File: config.mk
export PLATFORM = sky130hd
export DESIGN_NAME = uart_rx
export DESIGN_NICKNAME = d
export VERILOG_FILES = /design/src/rtl/uart_pkg.sv /design/src/rtl/uart_sync2.sv /design/src/rtl/uart_rx.sv
export SDC_FILE = /design/constraint.sdc
export NUM_CORES = 1
export LEC_CHECK = 0
export ABC_AREA = 1
export BUFFER_PORTS_ARGS = -buffer_cell sky130_fd_sc_hd__buf_4
export CAP_MARGIN = 40
export CORE_ASPECT_RATIO = 1.1
export CORE_MARGIN = 2
export CORE_UTILIZATION = 45
export CTS_CLUSTER_SIZE = 20
export DETAILED_ROUTE_END_ITERATION = 8
export SLEW_MARGIN = 20
export SYNTH_ARGS = -nofsm -noshare
export SYNTH_HDL_FRONTEND = slang
export SYNTH_SLANG_ARGS = --single-unit
File: constraint.sdc
create_clock -name clk -period 1.8 [get_ports clk]
set_input_delay 0.09 -clock clk [delete_from_list [all_inputs] [get_ports clk]]
set_output_delay 0.09 -clock clk [all_outputs]
set_load 0.005 [all_outputs]
File: src/rtl/uart_pkg.sv
// ==== uart_pkg : shared UART frame constants, rx state encoding, width helper ====
// ==== rev 1.0                                                                  ====
`default_nettype none

`ifndef CLKRATE
`define CLKRATE 1000000
`endif
`ifndef BAUD
`define BAUD 9600
`endif
`ifndef WORD_LENGTH
`define WORD_LENGTH 8
`endif

package uart_pkg;

  localparam int CLKS_PER_BIT_DEF = `CLKRATE / `BAUD;
  localparam int WORD_LENGTH_DEF  = `WORD_LENGTH;

  typedef enum logic [2:0] {
    IDLE  = 3'd0,
    START = 3'd1,
    DATA  = 3'd2,
    STOP  = 3'd3,
    BREAK = 3'd4
  } uart_rx_state_e;

  // Counter width that never collapses to zero bits for tiny ranges.
  function automatic int clog2_min1(input int value);
    int w;
    w = 1;
    while ((1 << w) < value) w = w + 1;
    return w;
  endfunction

endpackage

`default_nettype wire

File: src/rtl/uart_sync2.sv
// ==== uart_sync2 : WIDTH-bit two-flop synchroniser with configurable reset value ====
// ==== rev 1.0                                                                    ====
`default_nettype none

module uart_sync2 #(
  parameter int               WIDTH     = 1,
  parameter logic [WIDTH-1:0] RESET_VAL = '0
) (
  input  logic             clk,
  input  logic             rst_n,
  input  logic [WIDTH-1:0] d,
  output logic [WIDTH-1:0] q
);

  logic [WIDTH-1:0] meta;

  always_ff @(posedge clk or negedge rst_n) begin
    if (!rst_n) begin
      meta <= RESET_VAL;
      q    <= RESET_VAL;
    end else begin
      meta <= d;
      q    <= meta;
    end
  end

endmodule

`default_nettype wire

File: src/rtl/uart_rx.sv
// ==== uart_rx : 8N1-style UART receiver with valid/ready output, framing/overrun flags ====
// ==== rev 1.0                                                                          ====
`default_nettype none

module uart_rx
  import uart_pkg::*;
#(
  parameter int CLKS_PER_BIT = CLKS_PER_BIT_DEF,
  parameter int WORD_LENGTH  = WORD_LENGTH_DEF
) (
  input  logic                   clk,
  input  logic                   rstb,
  input  logic                   UART_Rx_IN,
  output logic [WORD_LENGTH-1:0] Rx_DATA,
  output logic                   Rx_VALID,
  input  logic                   Rx_READY,
  output logic                   Rx_FRAME_ERR,
  output logic                   Rx_OVERRUN,
  output logic                   Rx_BUSY
);

  localparam int BW = clog2_min1(CLKS_PER_BIT);
  localparam int IW = clog2_min1(WORD_LENGTH);
  localparam logic [BW-1:0] HALF_LAST = BW'(CLKS_PER_BIT / 2 - 1);
  localparam logic [BW-1:0] BIT_LAST  = BW'(CLKS_PER_BIT - 1);
  localparam logic [IW-1:0] IDX_LAST  = IW'(WORD_LENGTH - 1);

  logic                   rx_s;
  uart_rx_state_e         state;
  logic [BW-1:0]          bit_cnt;
  logic [IW-1:0]          data_idx;
  logic [WORD_LENGTH-1:0] shreg;
  logic                   done;

  uart_sync2 #(
    .WIDTH     (1),
    .RESET_VAL (1'b1)
  ) u_sync (
    .clk   (clk),
    .rst_n (rstb),
    .d     (UART_Rx_IN),
    .q     (rx_s)
  );

  always_ff @(posedge clk or negedge rstb) begin
    if (!rstb) begin
      state        <= IDLE;
      bit_cnt      <= '0;
      data_idx     <= '0;
      shreg        <= '0;
      done         <= 1'b0;
      Rx_FRAME_ERR <= 1'b0;
    end else begin
      done         <= 1'b0;
      Rx_FRAME_ERR <= 1'b0;
      case (state)
        IDLE: begin
          bit_cnt  <= '0;
          data_idx <= '0;
          if (!rx_s) state <= START;
        end
        // Half-bit wait re-centres every later sample on mid-bit.
        START: begin
          if (bit_cnt == HALF_LAST) begin
            bit_cnt <= '0;
            state   <= rx_s ? IDLE : DATA;
          end else begin
            bit_cnt <= bit_cnt + BW'(1);
          end
        end
        DATA: begin
          if (bit_cnt == BIT_LAST) begin
            bit_cnt         <= '0;
            shreg[data_idx] <= rx_s;
            if (data_idx == IDX_LAST) begin
              data_idx <= '0;
              state    <= STOP;
            end else begin
              data_idx <= data_idx + IW'(1);
            end
          end else begin
            bit_cnt <= bit_cnt + BW'(1);
          end
        end
        STOP: begin
          if (bit_cnt == BIT_LAST) begin
            bit_cnt <= '0;
            if (rx_s) begin
              done  <= 1'b1;
              state <= IDLE;
            end else begin
              Rx_FRAME_ERR <= 1'b1;
              state        <= BREAK;
            end
          end else begin
            bit_cnt <= bit_cnt + BW'(1);
          end
        end
        // Hold off until the line recovers so a long low is not seen as a new start.
        BREAK: begin
          bit_cnt  <= '0;
          data_idx <= '0;
          if (rx_s) state <= IDLE;
        end
        default: state <= IDLE;
      endcase
    end
  end

  always_ff @(posedge clk or negedge rstb) begin
    if (!rstb) begin
      Rx_DATA    <= '0;
      Rx_VALID   <= 1'b0;
      Rx_OVERRUN <= 1'b0;
    end else begin
      Rx_OVERRUN <= 1'b0;
      if (done) begin
        if (!Rx_VALID || Rx_READY) begin
          Rx_DATA  <= shreg;
          Rx_VALID <= 1'b1;
        end else begin
          Rx_OVERRUN <= 1'b1;
        end
      end else if (Rx_VALID && Rx_READY) begin
        Rx_VALID <= 1'b0;
      end
    end
  end

  assign Rx_BUSY = (state != IDLE);

endmodule

`default_nettype wire

==> run metrics <==
hold crit path type=input port to flop; Final Max Slew Viols=0; via count=between 1000 and 1500; RSZ-0062 raised after global routing=false; Crit. End Element=flop; Hold Vio Cnt, Final=0; Fillers=332; synth unique cells=22; max incr delay on CP=around 0.37 ns; Seq/Total Area, Yosys=52.74%; gp weighted congestion=0.7959; Diodes inserted=0; Switching Power=slightly below 0.3 mW; DRT iter0 DRCs=47; final instance area=1956 sq um; Clock Skew=0.004339 ns; Power Density=789.1 nW/um^2; Synth Area in XOR/XNOR=around 1.6%; share of cells above drive strength 1=between 20% and 30%; sequential share of power=between 50% and 60%; initial antenna violation count=0; Final period util=a little over four fifths; Max-slew headroom=a little under three quarters; Synth top area share=49.59%; Worst Tran Pin Value=0.4269 ns; NumNets Final=214; WHS=0.06599 ns; total core area=between 3000 and 4000 sq um; post-synthesis simple-gate area fraction=between 20 and 30%; syn_nets=192; Pint=1.247 mW; EDFF count, synth=0; DRC Markers=0; CTS clock-pin slew for the worst setup and hold paths=about 0.07 ns; Setup TNS Final=0 ns; # Max-Cap Violations=0; Cell Area, Synth=1665 sq um; area leader, netlist=dfrtp_1; 1st-pass router iterations=4; CTS tree=built; status=complete, no violations; drt total wl=2880 microns; Peak Freq=0.6545 GHz; combinational fraction of design power=1.8%; DIE HEIGHT=approximately 68 microns; clk buf depth=2; IO Pins=16; critical path, cell by cell=ha_1, nand2_2, nor2_4, nand2_4, nor2_4, nand3_1, nand2_1, o21ai_0; CTS H-tree lvls=2; Final Critical Period=1.528 ns; Crit-path slowest cell=dfrtp_1; port bufs=15; Lkg Pwr=1.042 nW; hpwl dp=2161 microns; crit path kind=flop to flop; Core Util, Final=54.37%; first-pass GRT wire length=around 5100 microns; area grow syn2layout=17.43%; vias per cell=4.806; main area contributors after synthesis=dfrtp_1, nand2_1, nand3_1; post-route ant nets=0; prevailing post-synth register cell=dfrtp_1; Placement Cell Area=1818 sq um; Worst Setup Start Kind=flop; peak supply drop=0.4796 mV; FF+latch count, synth=35; syn_area_per_cell=9.002 sq um; crit path DAT=1.68 ns; Worst path top cell family by delay=simple AND/OR/NAND/NOR gates; WP buf/inv=0; CP Max Fanout=11; sw frac=19.22%; largest family of logic cells by synthesized area=simple AND/OR/NAND/NOR gates; Compound-Gate Fraction of Synth Area=5.109%; synth warn=0; all-layer global routing usage=16.94%; DIE WIDTH=between 60 and 70 microns; GR Overflow Total=0; Starting Density=46.30%; placed cells=around 250; vias in the first global route=1235; Seq. cell area=between 800 and 900 sq um; Die Area=4204 sq um; Post-Synth Adder-Cell Area=2.254%; most used cell along the critical path=nor2_4; mux share of post-synthesis cell area=5.409%; data required time at the worst endpoint=1.95 ns; WL/cell=11.16 microns; most common cell after layout, fill and taps aside=nand2_1; Post-Synthesis Cells=approximately 190; Multi-input gate area=670.6 sq um; Setup Buffers After CTS=0; floorplan row count=23; asr flop ratio synth=100.0%; fin cells=between 200 and 300; largest net degree at the start of global routing=36; most frequent cells in the layout=nand2_1, dfrtp_1, inv_1; Final setup viols=0; number of buffers created by CTS=5; Clock Latency Late Sink=about 0.28 ns; Root Driver=clkbuf_8; Sink Count=35; Clock Power Share=about 47%
-- synth_stat cells, drive strengths merged, types with 2 or more instances --
cell / count
nor3: 2
inv: 25
xor2: 2
nand3: 20
nor2: 21
nand2: 48
dfrtp: 33
dfstp: 2
mux2: 8
buf: 2
a21oi: 3
o21ai: 14
ha: 3
-- sequential cells by signal, summed over array words and instances (netlist names), 3 cells and up --
signal,count
data_idx,3
shreg,8
state,3
Rx_DATA,8
bit_cnt,7
-- per-stage QoR --
stage	setup slack, ns	power, mW
global placement	0.3267	0.8327
CTS	0.2613	1.571
detailed placement	0.2692	0.8335
finish	0.2721	1.543
floorplan	0.4501	0.8110
global route	0.06888	1.612
-- final cells by class --
cell class / instances / share of cell area, %
timing repair buffer: 17 / 6.782
sequential: 35 / 44.91
clock inverter: 2 / 1.791
clock buffer: 6 / 4.223
multi-input combinational: 123 / 34.29
inverter: 25 / 4.798
tap: 50 / 3.199
-- per-layer routing --
metal | track usage [%] | vias to the layer above | routed length, microns
met1 | 17.80 | 589 | 1187
met2 | 29.56 | 18 | 1530
li1 | - | 628 | -
met3 | 6.322 | 5 | 109
met5 | 0 | - | 0
met4 | 7.181 | 0 | 53
-- power by group through the flow --
| stage | combinational, mW | clock [mW] | sequential, mW |
|---|---|---|---|
| 2_1_floorplan | 0.00457 | 0 | 0.806 |
| 3_3_place_gp | 0.0261 | 0 | 0.807 |
| 3_5_place_dp | 0.0269 | 0 | 0.807 |
| 4_1_cts | 0.0303 | 0.749 | 0.791 |
| 5_1_grt | 0.0331 | 0.788 | 0.791 |
| 6_report | 0.0284 | 0.723 | 0.792 |
-- logic make-up after synthesis --
kind of cell / after synthesis
and+or+nand+nor: 92
DFF: 35
buffers and inverters: 27
AOI/OAI and AO/OA: 17
muxes: 8
xor gates and xnor gates: 3
adders and majority gates: 3
-- path summary, 6_finish.rpt --
check / slack [ns] / start / to / depth (start not counted)
setup / recovery: 0.27 / bit_cnt[1] / shreg[3] / 8
hold / removal: 0.07 / Rx_READY / Rx_OVERRUN / 4
setup reg to reg: 0.27 / bit_cnt[1] / shreg[3] / 8
hold reg to reg: 0.36 / u_sync.meta / u_sync.q / 0
max in group asynchronous: 1.18 / rstb / u_sync.q / 2
min in group asynchronous: 0.29 / rstb / Rx_DATA[1] / 2
-- worst reg2reg max path, stage by stage (launching register included) --
cell     delay (ns)
dfrtp_1        0.37
ha_1           0.21
nand2_2        0.10
nor2_4         0.14
nand2_4        0.08
nor2_4         0.22
nand3_1        0.13
nand2_1        0.07
o21ai_0        0.07
-- what timing repair did --
| action | CTS | global route |
|---|---|---|
| gates resized for setup | 0 | 0 |
| hold buffers | 2 | 0 |
| endpoints found under the setup margin | 0 | 0 |
| endpoints found under the hold margin | 34 | 0 |
Power figures use the tool's default switching activity.
